## src/rtl/char_ram_writer_if.sv

```systemverilog
// Byte-stream input and character-RAM write port of char_ram_writer.
// The master side feeds bytes and observes the RAM writes; the writer is the slave.
interface char_ram_writer_if #(
  parameter int ADDR_W = 11
);
  logic [7:0]        in_char;
  logic              in_valid;
  logic              in_ready;
  logic [ADDR_W-1:0] write_character_pos;
  logic [7:0]        write_character;
  logic              write_strobe;
  logic [ADDR_W-1:0] cursor_pos;
  logic              busy;

  modport master (
    output in_char,
    output in_valid,
    input  in_ready,
    input  write_character_pos,
    input  write_character,
    input  write_strobe,
    input  cursor_pos,
    input  busy
  );

  modport slave (
    input  in_char,
    input  in_valid,
    output in_ready,
    output write_character_pos,
    output write_character,
    output write_strobe,
    output cursor_pos,
    output busy
  );
endinterface

```

## src/rtl/char_ram_writer.sv

```systemverilog
// Write-side client of the character RAM: turns a byte stream into cell writes,
// tracks a text cursor, clears the screen after reset and on form feed.
module char_ram_writer #(
  parameter int         COLS       = 40,
  parameter int         ROWS       = 15,
  parameter int         ADDR_W     = 11,
  parameter logic [7:0] CLEAR_CHAR = 8'h20
) (
  input  logic             CLK,
  input  logic             n_reset,
  char_ram_writer_if.slave bus
);

  localparam int COL_W = (COLS > 1) ? $clog2(COLS) : 1;
  localparam int ROW_W = (ROWS > 1) ? $clog2(ROWS) : 1;

  localparam logic [ADDR_W-1:0] LAST_CELL = ADDR_W'(COLS * ROWS - 1);
  localparam logic [ADDR_W-1:0] ADDR_ONE  = ADDR_W'(1);
  localparam logic [ADDR_W-1:0] COLS_A    = ADDR_W'(COLS);
  localparam logic [COL_W-1:0]  LAST_COL  = COL_W'(COLS - 1);
  localparam logic [COL_W-1:0]  COL_ONE   = COL_W'(1);
  localparam logic [ROW_W-1:0]  LAST_ROW  = ROW_W'(ROWS - 1);
  localparam logic [ROW_W-1:0]  ROW_ONE   = ROW_W'(1);

  localparam logic [7:0] CH_BS = 8'h08;
  localparam logic [7:0] CH_LF = 8'h0A;
  localparam logic [7:0] CH_FF = 8'h0C;
  localparam logic [7:0] CH_CR = 8'h0D;

  typedef enum logic {
    ST_CLEAR,
    ST_IDLE
  } state_t;

  state_t            state,     state_nx;
  logic [ADDR_W-1:0] clear_pos, clear_pos_nx;
  logic [ADDR_W-1:0] cursor,    cursor_nx;
  logic [COL_W-1:0]  col,       col_nx;
  logic [ROW_W-1:0]  row,       row_nx;
  logic [ADDR_W-1:0] wr_pos,    wr_pos_nx;
  logic [7:0]        wr_char,   wr_char_nx;
  logic              wr_stb,    wr_stb_nx;

  // NOTE: sequential state uses non-blocking assignments only, so every register
  // samples the values computed by the combinational block before this edge.
  always_ff @(posedge CLK or negedge n_reset) begin
    if (!n_reset) begin
      state     <= ST_CLEAR;
      clear_pos <= '0;
      cursor    <= '0;
      col       <= '0;
      row       <= '0;
      wr_pos    <= '0;
      wr_char   <= '0;
      wr_stb    <= 1'b0;
    end else begin
      state     <= state_nx;
      clear_pos <= clear_pos_nx;
      cursor    <= cursor_nx;
      col       <= col_nx;
      row       <= row_nx;
      wr_pos    <= wr_pos_nx;
      wr_char   <= wr_char_nx;
      wr_stb    <= wr_stb_nx;
    end
  end

  // NOTE: every signal written here is given a default first, so no path through
  // the case statements can leave a value unassigned and infer a latch.
  always_comb begin
    state_nx     = state;
    clear_pos_nx = clear_pos;
    cursor_nx    = cursor;
    col_nx       = col;
    row_nx       = row;
    wr_pos_nx    = wr_pos;
    wr_char_nx   = wr_char;
    wr_stb_nx    = 1'b0;

    unique case (state)
      ST_CLEAR: begin
        wr_stb_nx  = 1'b1;
        wr_pos_nx  = clear_pos;
        wr_char_nx = CLEAR_CHAR;
        if (clear_pos == LAST_CELL) begin
          clear_pos_nx = '0;
          state_nx     = ST_IDLE;
        end else begin
          clear_pos_nx = clear_pos + ADDR_ONE;
        end
      end

      ST_IDLE: begin
        if (bus.in_valid) begin
          case (bus.in_char) inside
            [8'h20:8'h7E]: begin
              wr_stb_nx  = 1'b1;
              wr_pos_nx  = cursor;
              wr_char_nx = bus.in_char;
              // The last cell wraps to the top-left corner; the screen never scrolls.
              if (cursor == LAST_CELL) begin
                cursor_nx = '0;
                col_nx    = '0;
                row_nx    = '0;
              end else if (col == LAST_COL) begin
                cursor_nx = cursor + ADDR_ONE;
                col_nx    = '0;
                row_nx    = row + ROW_ONE;
              end else begin
                cursor_nx = cursor + ADDR_ONE;
                col_nx    = col + COL_ONE;
              end
            end

            CH_CR: begin
              cursor_nx = cursor - ADDR_W'(col);
              col_nx    = '0;
            end

            CH_LF: begin
              col_nx = '0;
              if (row == LAST_ROW) begin
                row_nx    = '0;
                cursor_nx = '0;
              end else begin
                row_nx    = row + ROW_ONE;
                cursor_nx = cursor + (COLS_A - ADDR_W'(col));
              end
            end

            CH_BS: begin
              if (col != '0) begin
                col_nx     = col - COL_ONE;
                cursor_nx  = cursor - ADDR_ONE;
                wr_stb_nx  = 1'b1;
                wr_pos_nx  = cursor - ADDR_ONE;
                wr_char_nx = CLEAR_CHAR;
              end
            end

            CH_FF: begin
              cursor_nx    = '0;
              col_nx       = '0;
              row_nx       = '0;
              clear_pos_nx = '0;
              state_nx     = ST_CLEAR;
            end

            default: ;
          endcase
        end
      end

      default: state_nx = ST_CLEAR;
    endcase
  end

  // Ready and busy are decoded straight from the state register, so they are glitch-free.
  assign bus.in_ready            = (state == ST_IDLE);
  assign bus.busy                = (state == ST_CLEAR);
  assign bus.write_strobe        = wr_stb;
  assign bus.write_character_pos = wr_pos;
  assign bus.write_character     = wr_char;
  assign bus.cursor_pos          = cursor;

endmodule
```

## src/flat_wrapper.sv

```systemverilog
// flat-port wrapper written by rule: the top's interface ports become plain ports
module char_ram_writer_flat 
#(
  parameter int         COLS       = 40,
  parameter int         ROWS       = 15,
  parameter int         ADDR_W     = 11,
  parameter logic [7:0] CLEAR_CHAR = 8'h20
)
  (CLK, n_reset, bus_in_char, bus_in_valid, bus_in_ready, bus_write_character_pos, bus_write_character, bus_write_strobe, bus_cursor_pos, bus_busy);
  char_ram_writer_if #(.ADDR_W(ADDR_W)) bus_i ();
  input  logic CLK;
  input  logic n_reset;
  input wire logic [$bits(bus_i.in_char)-1:0] bus_in_char;
  input wire logic [$bits(bus_i.in_valid)-1:0] bus_in_valid;
  output wire logic [$bits(bus_i.in_ready)-1:0] bus_in_ready;
  output wire logic [$bits(bus_i.write_character_pos)-1:0] bus_write_character_pos;
  output wire logic [$bits(bus_i.write_character)-1:0] bus_write_character;
  output wire logic [$bits(bus_i.write_strobe)-1:0] bus_write_strobe;
  output wire logic [$bits(bus_i.cursor_pos)-1:0] bus_cursor_pos;
  output wire logic [$bits(bus_i.busy)-1:0] bus_busy;
  assign bus_i.in_char = bus_in_char;
  assign bus_i.in_valid = bus_in_valid;
  assign bus_in_ready = bus_i.in_ready;
  assign bus_write_character_pos = bus_i.write_character_pos;
  assign bus_write_character = bus_i.write_character;
  assign bus_write_strobe = bus_i.write_strobe;
  assign bus_cursor_pos = bus_i.cursor_pos;
  assign bus_busy = bus_i.busy;
  char_ram_writer #(.COLS(COLS), .ROWS(ROWS), .ADDR_W(ADDR_W), .CLEAR_CHAR(CLEAR_CHAR)) u_core (.CLK(CLK), .n_reset(n_reset), .bus(bus_i));
endmodule
```

## config.mk

```make
export PLATFORM = sky130hd
export DESIGN_NAME = char_ram_writer_flat
export DESIGN_NICKNAME = d
export VERILOG_FILES = /design/src/rtl/char_ram_writer_if.sv /design/src/rtl/char_ram_writer.sv /design/src/flat_wrapper.sv
export SDC_FILE = /design/constraint.sdc
export NUM_CORES = 1
export LEC_CHECK = 0
export BUFFER_PORTS_ARGS = -buffer_cell sky130_fd_sc_hd__clkbuf_2
export CORE_ASPECT_RATIO = 1.4
export CORE_UTILIZATION = 54
export DETAILED_ROUTE_END_ITERATION = 12
export PLACE_DENSITY_LB_ADDON = 0.08
export RECOVER_POWER = 100
export SYNTH_ARGS = -nofsm -noshare
export SYNTH_HDL_FRONTEND = slang
export SYNTH_SLANG_ARGS = --single-unit
```

## constraint.sdc

```tcl
create_clock -name CLK -period 3.05 [get_ports CLK]
set_clock_uncertainty 0.15 [all_clocks]
set_input_delay 0.4575 -clock CLK [delete_from_list [all_inputs] [get_ports CLK]]
set_output_delay 0.4575 -clock CLK [all_outputs]
set_load 0.03 [all_outputs]
```

# --- Word-level counts from Yosys, hierarchy flattened ---
# Cells that the tools add are included.
word_totals:
  reg_bits: 53
  inputBits: 11
  elab_cells: 109
  output_inout_bits: 33
op_classes:
  bitwise_logic: 1
  eq_ne: 22
  reduce_logical: 8
  n_mux: 59
  order_cmp: 2
  add_sub_neg: 9
ops:
  columns: ["cell", "n"]
  rows:
  - ["$mux 11", 19]
  - ["$mux 6", 8]
  - ["$mux 8", 6]
  - ["$pmux 11 s2", 2]
  - ["$eq 8x4->1 const B", 4]
  - ["$mux 4", 8]
  - ["$add 11x1->11 const B", 2]
  - ["$eq 11x10->1 const B", 2]
  - ["$pmux 8 s2", 1]
  - ["$ne 3x3->1 const B", 5]
  - ["$mux 1", 13]
  - ["$ne 2x2->1 const B", 6]
  - ["$reduce_and 6->1", 2]
  - ["$add 11x11->11", 1]
  - ["$sub 11x1->11 const B", 1]
  - ["$sub 11x6->11", 1]
  - ["$ge 8x6->1 const B", 1]
  - ["$le 8x7->1 const B", 1]
  - ["$sub 6x6->7 const A", 1]
  - ["$add 6x1->6 const B", 1]
  - ["$eq 6x6->1 const B", 1]
  - ["$reduce_bool 6->1", 1]
  - ["$sub 6x1->6 const B", 1]
  - ["$ne 5x2->1 const B", 1]
  - ["other kinds (11)", 12]

# --- Longest topological paths before layout ---
depth:
  ltp_word: 8
  mapped_depth: 12
  depth_no_buf: 12

# --- Least setup slack after synthesis ---
# Ideal clock, no wire load.
synth_timing:
  path_type: "register -> register"
  from: "reg u_core.col[1]"
  to: "reg u_core.cursor[10] (netlist: u_core.bus.cursor_pos[10])"
  setup_slack_ns: 0.123
  arrival_time_ns: 2.643
  path_stages_with_launch: 13
  period_less_slack_ns: 2.927
  path_buffers: 0
  setup_ns: 0.134
  t_required_ns: 2.766
  cell_sequence: "dfrtp_1 > inv_1 > ha_1 > nand2b_1 > a21oi_1 > nor2_1 > ha_1 > and3_1 > and2_1 > a221o_1 > a31oi_1 > mux2i_1 > o221ai_2"
synth_via:
  elab_chain_len: 6
  word_cells_on_any_way: 10
  cone_classes: "add/sub: 3; eq/ne: 1; mux: 4; reduce/logical: 2"
synth_lines:
  columns: ["item", "line", "source"]
  rows:
  - ["from (decl)", "char_ram_writer.sv:38", "logic [COL_W-1:0] col, col_nx;"]
  - ["from (signal assigned)", "char_ram_writer.sv:60", "col <= col_nx;"]
  - ["$sub 6x6->7", "char_ram_writer.sv:127", "cursor_nx = cursor + (COLS_A - ADDR_W'(col));"]
  - ["$add 11x11->11", "char_ram_writer.sv:127", null]
  - ["$mux 11", "char_ram_writer.sv:122", "if (row == LAST_ROW) begin"]
  - ["$mux 11 (3 in series)", "char_ram_writer.sv:95", "case (bus.in_char) inside"]
  - ["to (signal assigned)", "char_ram_writer.sv:59", "cursor <= cursor_nx;"]
  - ["to (decl)", "char_ram_writer.sv:37", "logic [ADDR_W-1:0] cursor, cursor_nx;"]
# Parallel ways exist; a longest one is shown, timed or not.
# A chain may end at the register's enable or synchronous reset.

# --- Worst setup path after layout ---
layout_timing:
  from: "reg u_core.col[2]"
  to: "reg u_core.cursor[10] (netlist: u_core.bus.cursor_pos[10])"
# The elaborated chain is that of the path after synthesis.

==> results.sh <==
export IMPL_gp_congestion=0.986
export IMPL_io_buffer_count=43
export IMPL_yosys_area_top_type="dfrtp_1"
export IMPL_r2r_cells=11
export IMPL_wirelength_um=12600
export IMPL_violations="capacitance limit, slew limit"
export IMPL_coreArea_um2=7750
export IMPL_ys_seq_area_share_pct=30.7
export IMPL_cts_tree="done"
export IMPL_seqPwrFrac_pct=34.2
export IMPL_period_needed_ns=2.92
export IMPL_wl_per_cell_um=18.6
export IMPL_clk_path_buf_depth=2
export IMPL_dr_total_vias=4302
export IMPL_rows=38
export IMPL_rsz0062_at_grt="no"
export IMPL_hold_depth=3
export IMPL_htree_levels=2
export IMPL_power_density_nw_per_um2=628
export IMPL_crit_fanout=6
export IMPL_cts_setup_buffers=0
export IMPL_fp_dieW_um=77.6
export IMPL_switching_share_pct=44.6
export IMPL_p_int_uw=1680
export IMPL_crit_required_ns=3.12
export IMPL_synth_commonest_cells="dfrtp_1 (53), nand2_1 (41), nor2_1 (40)"
export IMPL_tightest_slew_ns=1.56
export IMPL_slew_headroom_pct=-3.85
export IMPL_synth_cell_types=70
export IMPL_grt_start_max_net_pins=27
export IMPL_tns_ns=0
export IMPL_holdWs_ns=0.325
export IMPL_antennaDiodeCount=0
export IMPL_syn_cell_area_um2=4320
export IMPL_drt_iter0_drc=255
export IMPL_synth_top_flop_cell="dfrtp_1"
export IMPL_clock_latency_ns=0.33
export IMPL_power_switching_uw=1350
export IMPL_p_leak_uw=0.00203
export IMPL_drcViolationCount=0
export IMPL_p_clk_share_pct=17.7
export IMPL_ys_ff_latch=53
export IMPL_grt_usage_pct=31.3
export IMPL_synthArstFlopShare_pct=100
export IMPL_die_h_um=108
export IMPL_cts_buffers=5
export IMPL_drtPass1Iterations=5
export IMPL_timing_final_max_slew_violations=27
export IMPL_dp_hpwl_um=9510
export IMPL_start_util_pct=55.7
export IMPL_viasPerCell=6.36
export IMPL_outcome="finished, violations left"
export IMPL_grt_overflow_total=0
export IMPL_syn_avg_cell_area_um2=8.23
export IMPL_root_buffer="clkbuf_8"
export IMPL_yosysMostFrequentCell="dfrtp_1"
export IMPL_arrival_ns=2.99
export IMPL_grt_pass1_vias=4106
export IMPL_synthTopCellsByArea="dfrtp_1 (31%), ha_1 (7.0%), nand2_1 (3.6%), nor2_1 (3.5%), xnor2_1 (3.4%)"
export IMPL_p_comb_share_pct=48.1
export IMPL_crit_path_start_kind="register"
export IMPL_nNetsFinal=612
export IMPL_crit_type="register to register"
export IMPL_hold_viol=0
export IMPL_antenna_found_initial=0
export IMPL_clk_pin_slew_worst_paths_ns=0.11
export IMPL_drtAntennaViolNets=0
export IMPL_fin_crit_sh_pct=95.7
export IMPL_yosysWarnings=0
export IMPL_synth_nets=562
export IMPL_synthCells=525
export IMPL_maxCapViolCount=1
export IMPL_clock_sinks=53
export IMPL_area_delta_synth_final_pct=11.7
export IMPL_hold_class="input port to register"
export IMPL_endpoint_kind="register"
export IMPL_synth_edff_count=0
export IMPL_max_freq_ghz=0.342
export IMPL_ir_drop_v=0.000294
export IMPL_synth_top_area_share_pct=30.7
export IMPL_finalSetupViolCount=0
export IMPL_design_die_area_um2=8370
export IMPL_drive_above_1_share_pct=10.2
export IMPL_io_pins=44
export IMPL_hold_buffers=0
export IMPL_grt_pass1_wl_um=20500
-- critical path, stage by stage (launching register included) --
cell,delay [ns]
dfrtp_1,0.45
inv_1,0.16
nand3_1,0.14
a21oi_1,0.22
xnor2_1,0.14
ha_1,0.30
and3_1,0.20
and2_1,0.16
a221o_1,0.34
a31oi_1,0.19
mux2i_1,0.25
o221ai_2,0.12
-- sequential cells by signal, summed over array words and instances (netlist names) --
signal and count:
u_core.bus.in_ready 1, u_core.bus.write_strobe 1, u_core.clear_pos 11, u_core.row 4
u_core.bus.write_character_pos 11, u_core.bus.write_character 8, u_core.col 6, u_core.bus.cursor_pos 11
-- routing by layer --
metal / GRT usage, % / routed length, um / vias to the layer above
met2: 54.4 / 6290 / 149
met3: 3.98 / 535 / 31
met4: 15.1 / 444 / 0
li1: - / - / 2059
met5: 0 / 0 / -
met1: 37.9 / 5320 / 2063
-- layout make-up --
cell class	count	area [um^2]
clock buffer	6	82.6
clock inverter	2	37.5
fill	734	2920
inverter	24	90.1
multi-input combinational	413	2740
sequential	53	1330
tap	100	125
timing repair buffer	78	420
-- path summary, 6_finish.rpt --
path                                start                           endpoint  slack, ns
setup / recovery            u_core.col[2]          u_core.bus.cursor_pos[10]       0.13
setup reg to reg            u_core.col[2]          u_core.bus.cursor_pos[10]       0.13
hold reg to reg             u_core.row[3]                      u_core.row[3]       0.34
min in group asynchronous         n_reset  u_core.bus.write_character_pos[6]       0.34
hold / removal             bus_in_char[6]      u_core.bus.write_character[6]       0.33
max in group asynchronous         n_reset      u_core.bus.write_character[0]       0.84
-- cells in the final DEF (no fill, tap or decap), types with 5 or more instances in the layout --
cell / n
a211oi_1: 9
o221ai_1: 5
a22oi_1: 6
nand2_1: 41
nor2_1: 39
xor2_1: 10
o22ai_1: 7
nor3_1: 16
and3_1: 9
a21o_1: 11
buf_4: 26
clkbuf_2: 11
ha_1: 23
a31oi_1: 8
clkbuf_1: 40
xnor2_1: 17
clkbuf_8: 6
nor2b_1: 6
nand3_1: 20
dfrtp_1: 53
inv_1: 23
a32oi_1: 6
o21ai_0: 39
o211ai_1: 11
nand4_1: 10
nor4_1: 6
o31ai_1: 6
o21ai_1: 14
a21oi_1: 20
nand2b_1: 8
-- logic make-up after synthesis --
| kind of cell | share of synthesized area [%] |
|---|---|
| XOR/XNOR | 5.47 |
| multiplexers | 0.232 |
| flip-flops | 30.7 |
| AND/OR/NAND/NOR | 22.2 |
| AO/OA/AOI/OAI | 27.9 |
| buffers and inverters | 5.62 |
| adder cells (fa/ha/maj) | 7.88 |
-- stage by stage --
step	cell area, um^2	total power (uW)	util [%]	setup WS, ns	std cells
2_1_floorplan	4320	2050	-	0.123	525
3_3_place_gp	4780	2480	61.7	0.0796	668
3_5_place_dp	4780	2510	61.7	0.0218	668
4_1_cts	4910	3040	63.3	0.0384	676
5_1_grt	4830	3220	62.3	0.000264	676
6_report	4830	3030	62.3	0.130	676
-- power groups by stage --
| stage | clock network, uW | logic [uW] | registers (uW) |
|---|---|---|---|
| final | 537 | 1460 | 1040 |
| after global routing | 555 | 1600 | 1060 |
| after CTS | 533 | 1480 | 1030 |
| after detailed placement | 0 | 1470 | 1050 |
| after global placement | 0 | 1440 | 1040 |
| after floorplan | 0 | 864 | 1180 |
-- what timing repair did --
item | in CTS | in global routing
setup endpoints to repair | 1 | 4
resized for setup | 1 | 6
pin swaps | 0 | 4
endpoints found under the hold margin | 0 | 0
No activity file was read; power rests on OpenSTA's default activity.
